[src/rtl/char_box_reader.sv]
// char_box_reader: walks the row/column projection border tables once per
// projection-done event and streams per-character bounding boxes row-major
// over a valid/ready interface.
module char_box_reader #(
    parameter int NUM_ROW = 1,
    parameter int NUM_COL = 4,
    parameter int DEPBIT  = 10
) (
    input  logic              clk,
    input  logic              rst,
    input  logic              project_done_flag,
    input  logic [3:0]        num_col,
    input  logic [3:0]        num_row,
    output logic [DEPBIT-1:0] col_border_addr_rd,
    input  logic [DEPBIT-1:0] col_border_data_rd,
    output logic [DEPBIT-1:0] row_border_addr_rd,
    input  logic [DEPBIT-1:0] row_border_data_rd,
    output logic              box_valid,
    input  logic              box_ready,
    output logic [DEPBIT-1:0] box_top,
    output logic [DEPBIT-1:0] box_bottom,
    output logic [DEPBIT-1:0] box_left,
    output logic [DEPBIT-1:0] box_right,
    output logic [3:0]        box_row_idx,
    output logic [3:0]        box_col_idx,
    output logic              box_last,
    output logic              box_bad,
    output logic              busy,
    output logic              clamp_err
);

    localparam logic [3:0] MAX_ROW = 4'(NUM_ROW);
    localparam logic [3:0] MAX_COL = 4'(NUM_COL);

    // Each table read takes an address phase (_A) and a data-capture phase (_D).
    typedef enum logic [3:0] {
        S_IDLE, S_ROW_T_A, S_ROW_T_D, S_ROW_B_A, S_ROW_B_D,
        S_COL_L_A, S_COL_L_D, S_COL_R_A, S_COL_R_D, S_OUT
    } state_t;

    state_t     state;
    logic       flag_q;
    logic [3:0] nr;
    logic [3:0] nc;
    logic [3:0] r;
    logic [3:0] c;

    // Entry idx lives at 2*idx+1 (first border) and 2*idx+2 (second border).
    function automatic logic [DEPBIT-1:0] entry_addr(input logic [3:0] idx, input logic second);
        return DEPBIT'({idx, 1'b0}) + (second ? DEPBIT'(2) : DEPBIT'(1));
    endfunction

    // Inverted borders are flagged but still emitted so downstream can decide.
    function automatic logic is_bad(input logic [DEPBIT-1:0] t, input logic [DEPBIT-1:0] b,
                                    input logic [DEPBIT-1:0] l, input logic [DEPBIT-1:0] rr);
        return (t > b) || (l > rr);
    endfunction

    logic       start_edge;
    logic       row_clamp;
    logic       col_clamp;
    logic [3:0] nr_eff;
    logic [3:0] nc_eff;

    assign start_edge  = project_done_flag && !flag_q;
    assign row_clamp   = num_row > MAX_ROW;
    assign col_clamp   = num_col > MAX_COL;
    assign nr_eff      = row_clamp ? MAX_ROW : num_row;
    assign nc_eff      = col_clamp ? MAX_COL : num_col;
    assign box_row_idx = r;
    assign box_col_idx = c;

    // Walk FSM: table reads, box assembly and output handshake, all registered.
    always_ff @(posedge clk) begin
        if (rst) begin
            state              <= S_IDLE;
            // A level that is already high across reset is not a fresh edge.
            flag_q             <= 1'b1;
            nr                 <= '0;
            nc                 <= '0;
            r                  <= '0;
            c                  <= '0;
            col_border_addr_rd <= '0;
            row_border_addr_rd <= '0;
            box_valid          <= 1'b0;
            box_top            <= '0;
            box_bottom         <= '0;
            box_left           <= '0;
            box_right          <= '0;
            box_last           <= 1'b0;
            box_bad            <= 1'b0;
            busy               <= 1'b0;
            clamp_err          <= 1'b0;
        end else begin
            flag_q <= project_done_flag;
            case (state)
                S_IDLE: begin
                    if (start_edge) begin
                        nr        <= nr_eff;
                        nc        <= nc_eff;
                        r         <= '0;
                        c         <= '0;
                        clamp_err <= clamp_err | row_clamp | col_clamp;
                        if (nr_eff != 4'd0 && nc_eff != 4'd0) begin
                            row_border_addr_rd <= entry_addr(4'd0, 1'b0);
                            busy               <= 1'b1;
                            state              <= S_ROW_T_A;
                        end
                    end
                end
                S_ROW_T_A: state <= S_ROW_T_D;
                S_ROW_T_D: begin
                    box_top            <= row_border_data_rd;
                    row_border_addr_rd <= entry_addr(r, 1'b1);
                    state              <= S_ROW_B_A;
                end
                S_ROW_B_A: state <= S_ROW_B_D;
                S_ROW_B_D: begin
                    box_bottom         <= row_border_data_rd;
                    row_border_addr_rd <= '0;
                    col_border_addr_rd <= entry_addr(c, 1'b0);
                    state              <= S_COL_L_A;
                end
                S_COL_L_A: state <= S_COL_L_D;
                S_COL_L_D: begin
                    box_left           <= col_border_data_rd;
                    col_border_addr_rd <= entry_addr(c, 1'b1);
                    state              <= S_COL_R_A;
                end
                S_COL_R_A: state <= S_COL_R_D;
                S_COL_R_D: begin
                    box_right          <= col_border_data_rd;
                    col_border_addr_rd <= '0;
                    box_bad            <= is_bad(box_top, box_bottom, box_left, col_border_data_rd);
                    box_last           <= (r == nr - 4'd1) && (c == nc - 4'd1);
                    box_valid          <= 1'b1;
                    state              <= S_OUT;
                end
                S_OUT: begin
                    if (box_ready) begin
                        box_valid <= 1'b0;
                        box_last  <= 1'b0;
                        if (c != nc - 4'd1) begin
                            c                  <= c + 4'd1;
                            col_border_addr_rd <= entry_addr(c + 4'd1, 1'b0);
                            state              <= S_COL_L_A;
                        end else if (r != nr - 4'd1) begin
                            r                  <= r + 4'd1;
                            c                  <= '0;
                            row_border_addr_rd <= entry_addr(r + 4'd1, 1'b0);
                            state              <= S_ROW_T_A;
                        end else begin
                            busy  <= 1'b0;
                            state <= S_IDLE;
                        end
                    end
                end
                default: state <= S_IDLE;
            endcase
        end
    end

endmodule

[config.mk]
export PLATFORM = sky130hd
export DESIGN_NAME = char_box_reader
export DESIGN_NICKNAME = d
export VERILOG_FILES = /design/src/rtl/char_box_reader.sv
export SDC_FILE = /design/constraint.sdc
export NUM_CORES = 1
export LEC_CHECK = 0
export BUFFER_PORTS_ARGS = -buffer_cell sky130_fd_sc_hd__buf_2
export CAP_MARGIN = 5
export CORE_MARGIN = 3
export CORE_UTILIZATION = 40
export DETAILED_ROUTE_END_ITERATION = 16
export GPL_ROUTABILITY_DRIVEN = 0
export PLACE_DENSITY = 0.66
export SETUP_SLACK_MARGIN = 0.1
export SLEW_MARGIN = 20
export SYNTH_ARGS = -nofsm -noshare
export SYNTH_HDL_FRONTEND = slang
export SYNTH_SLANG_ARGS = --single-unit
export TNS_END_PERCENT = 5
[constraint.sdc]
create_clock -name clk -period 2.6 [get_ports clk]
set_input_delay 0.13 -clock clk [delete_from_list [all_inputs] [get_ports clk]]
set_output_delay 0.13 -clock clk [all_outputs]
set_load 0.02 [all_outputs]
==> flow_summary.ini <==
[status]
run_status = finished clean

[finish]
filler_cell_count = 922
layoutNonFillerInstCount = 711
n_antenna_cell = 0
area_growth_pct = 22.7
final_net_count = 634
proportion_of_layout_cells_with_a_drive_suffix_above_1 = 0.237

[run]
cap_viol_max_count = 0

[drt]
detail-route-antenna-nets = 0
drt_first_iter_violations = 168
route.detailed.wl_per_inst_um = 13.8
remaining_drc_errors = 0
vias = 3639
viasPerCell = 5.12
drtPass1Iterations = 4
routed_wirelength_um = 9790

[die]
std_cell_rows = 35
die_y_um = 105
start_util = 0.417
boundaryPins = 105
core-area_mm2 = 0.00937
die_area_mm2 = 0.0110
fp.dieW_um = 105

[global_route]
globalRouteTotalUtil = 0.179
global_route.peak_usage_layer = met2
grt_antenna_before_repair = 0
grt_overflow_total = 0
grt_pass1_vias = 3503
met3_track_demand_over_resource_in_global_routing = 0.0364
global_route.usage.met2 = 0.306
met1_usage = 0.228
grt_pass1_wl_um = 16500
maximum_number_of_pins_on_one_net_before_global_route_repair = 38

[placed_design]
placement.io_buffers = 96
place.detailed.hpwl_um = 7150
placedCellCount = 695

[clock_tree]
cts_tree = yes
h_tree_lvl_count = 3
clkLatencyLatePin_ns = 0.35
clock_tree.root_cell = clkbuf_8
clock_sink_count = 78
tritoncts.num_buffers = 9
max_clock_buf_depth = 2
clkTransAtPathRegs_ns = 0.08

[pwr]
switching_share = 0.267
internal_portion_of_total_power_mw = 2.18
power.share.sequential = 0.435
total_net_switching_power_uw = 796
power_frac_comb = 0.169
leakagePower_nw = 2.08
clkPwrFrac = 0.396
vdd_ir_drop_max_v = 0.000297
cellPowerDensity_mw_per_mm2 = 621

[sta]
grt_setup_unrepaired = false
setup_viol_count_final = 0
tightest_slew_ns = 0.541
rel_slew_slack = 0.634
fin_skew_ns = 0.0114
finalCritPeriodShare = 0.878
hold_vio_cnt_final = 0
maxClockFrequency_mhz = 438
timing_max_transition_violations_final = 0
finalWorstPathRequiredPeriod_ns = 2.28
fin_tns_setup_ns = 0

[synth]
synth-seq-cells = 78
yosysWarningCount = 0
per_instance_average_area_after_synthesis_um2 = 8.09
synth_edf_count = 0
synthTopCellsByArea = dfxtp_1 40%, nand2_1 9.5%, ha_1 7.7%
synth.cell_area_mm2 = 0.00391
asyncSetResetFlopFracSynth = 0
synth_top_cell_by_area = dfxtp_1
syn-instance-count = 483
synthDominantCellAreaShare = 0.399
synth_top_flop_cell = dfxtp_1
synth.lib_cells_used.distinct = 52
ys_seq_area_frac = 0.399

[worst_setup_path]
critical_path_class = reg -> reg
timing.critical_path.from = nc[0]
worst_ep_arrival_time_ns = 2.56
timing.critical_path.to_type = flop
crit_required_ns = 2.87
worst_path_fanout_max = 7
timing.critical_path.from_type = flop
crit-reg2reg-launch = nc[0]

[worst_hold_path]
min-delay-start = row_border_data_rd[2]
timing.hold.worst.class = in -> reg
==> state kept, by name (all words and copies together), names as in the netlist, 6 cells and up <==
register and cells:
box_left 10, col_border_addr_rd 6, box_bottom 10, box_right 10, row_border_addr_rd 6, box_top 10
==> cells in the final DEF (no fill, tap or decap), drive strengths merged, types with 4 or more instances in the layout <==
cell / n
nand2: 99
ha: 24
nor2b: 9
conb: 8
nand3: 9
nor2: 20
inv: 30
nor3: 19
dfxtp: 78
nand4: 6
xor2: 5
nor4: 4
a221oi: 4
clkbuf: 9
o211ai: 4
buf: 109
and2: 5
bufinv: 4
xnor2: 11
a211oi: 6
o21a: 4
o21ai: 14
a21oi: 57
==> synth_stat cells (all sizes together), types with 9 or more instances <==
| cell | count |
|---|---|
| nor3 | 19 |
| nor2b | 9 |
| o21ai | 14 |
| dfxtp | 78 |
| buf | 12 |
| a21oi | 57 |
| nand3 | 9 |
| inv | 29 |
| nor2 | 20 |
| ha | 24 |
| nand2 | 99 |
| xnor2 | 11 |
| clkbuf | 21 |
==> timing repair <==
action | in CTS | in global routing
endpoints found under the setup margin | 0 | 2
hold endpoints to repair | 1 | 0
resized for setup | 0 | 1
hold buffers | 1 | 0
buffers inserted | 0 | 0
==> metal layers <==
| layer | vias to the layer above | wire [um] |
|---|---|---|
| li1 | 1846 | - |
| met1 | 1703 | 4480 |
| met2 | 80 | 4780 |
| met3 | 10 | 427 |
| met4 | 0 | 114 |
| met5 | - | 0 |
==> layout make-up <==
class / instances / area [um2] / area share
clock inverter: 6 / 134 / 0.0279
sequential: 78 / 1560 / 0.326
inverter: 29 / 109 / 0.0227
multi-input combinational: 350 / 2120 / 0.442
clock buffer: 9 / 124 / 0.0258
tap: 129 / 161 / 0.0336
timing repair buffer: 110 / 588 / 0.123
==> critical path, stage by stage, from the launching register on <==
cell	delay (ns)
dfxtp_1	0.40
inv_1	0.07
ha_1	0.20
xnor2_1	0.19
xnor2_1	0.13
nor4_4	0.51
a31oi_2	0.20
or3_1	0.38
a21oi_1	0.13
==> final timing paths <==
kind                                 to  slack [ns]  cells past startpoint
setup / recovery  row_border_addr_rd[3]        0.32                      8
hold / removal            box_bottom[2]        0.03                      3
hold reg to reg            box_right[3]        0.45                      2
setup reg to reg  row_border_addr_rd[3]        0.32                      8
==> stage by stage <==
step / util / cell area [um2] / hold slack (ns) / power (mW) / setup slack, ns
final: 0.512 / 4800 / 0.0282 / 2.98 / 0.316
after global routing: 0.512 / 4800 / 0.0155 / 3.13 / 0.101
after CTS: 0.512 / 4800 / 0.00777 / 3.01 / 0.301
after detailed placement: 0.483 / 4530 / 0.365 / 1.83 / 0.321
after global placement: 0.483 / 4530 / 0.358 / 1.81 / 0.418
after floorplan: - / 3940 / 0.237 / 1.66 / 0.565
==> power by group through the flow <==
stage          clock [mW]  combinational, mW  sequential [mW]
2_1_floorplan           0              0.327             1.33
6_report             1.18              0.503             1.30
4_1_cts              1.21              0.506             1.30
3_5_place_dp            0              0.502             1.32
5_1_grt              1.26              0.560             1.30
3_3_place_gp            0              0.493             1.32
==> logic make-up (layout without fill, tap and decap cells) <==
| logic type | after synthesis | after routing | synth area share |
|---|---|---|---|
| adders and majority gates | 24 | 24 | 0.0768 |
| other | 1 | 8 | 0.000959 |
| and+or+nand+nor | 189 | 189 | 0.234 |
| buffers and inverters | 62 | 154 | 0.0685 |
| xor gates and xnor gates | 16 | 16 | 0.0359 |
| AOI/OAI and AO/OA | 107 | 107 | 0.168 |
| DFF | 78 | 78 | 0.399 |
| muxes | 6 | 6 | 0.0163 |
No activity file was read; power rests on OpenSTA's default activity.
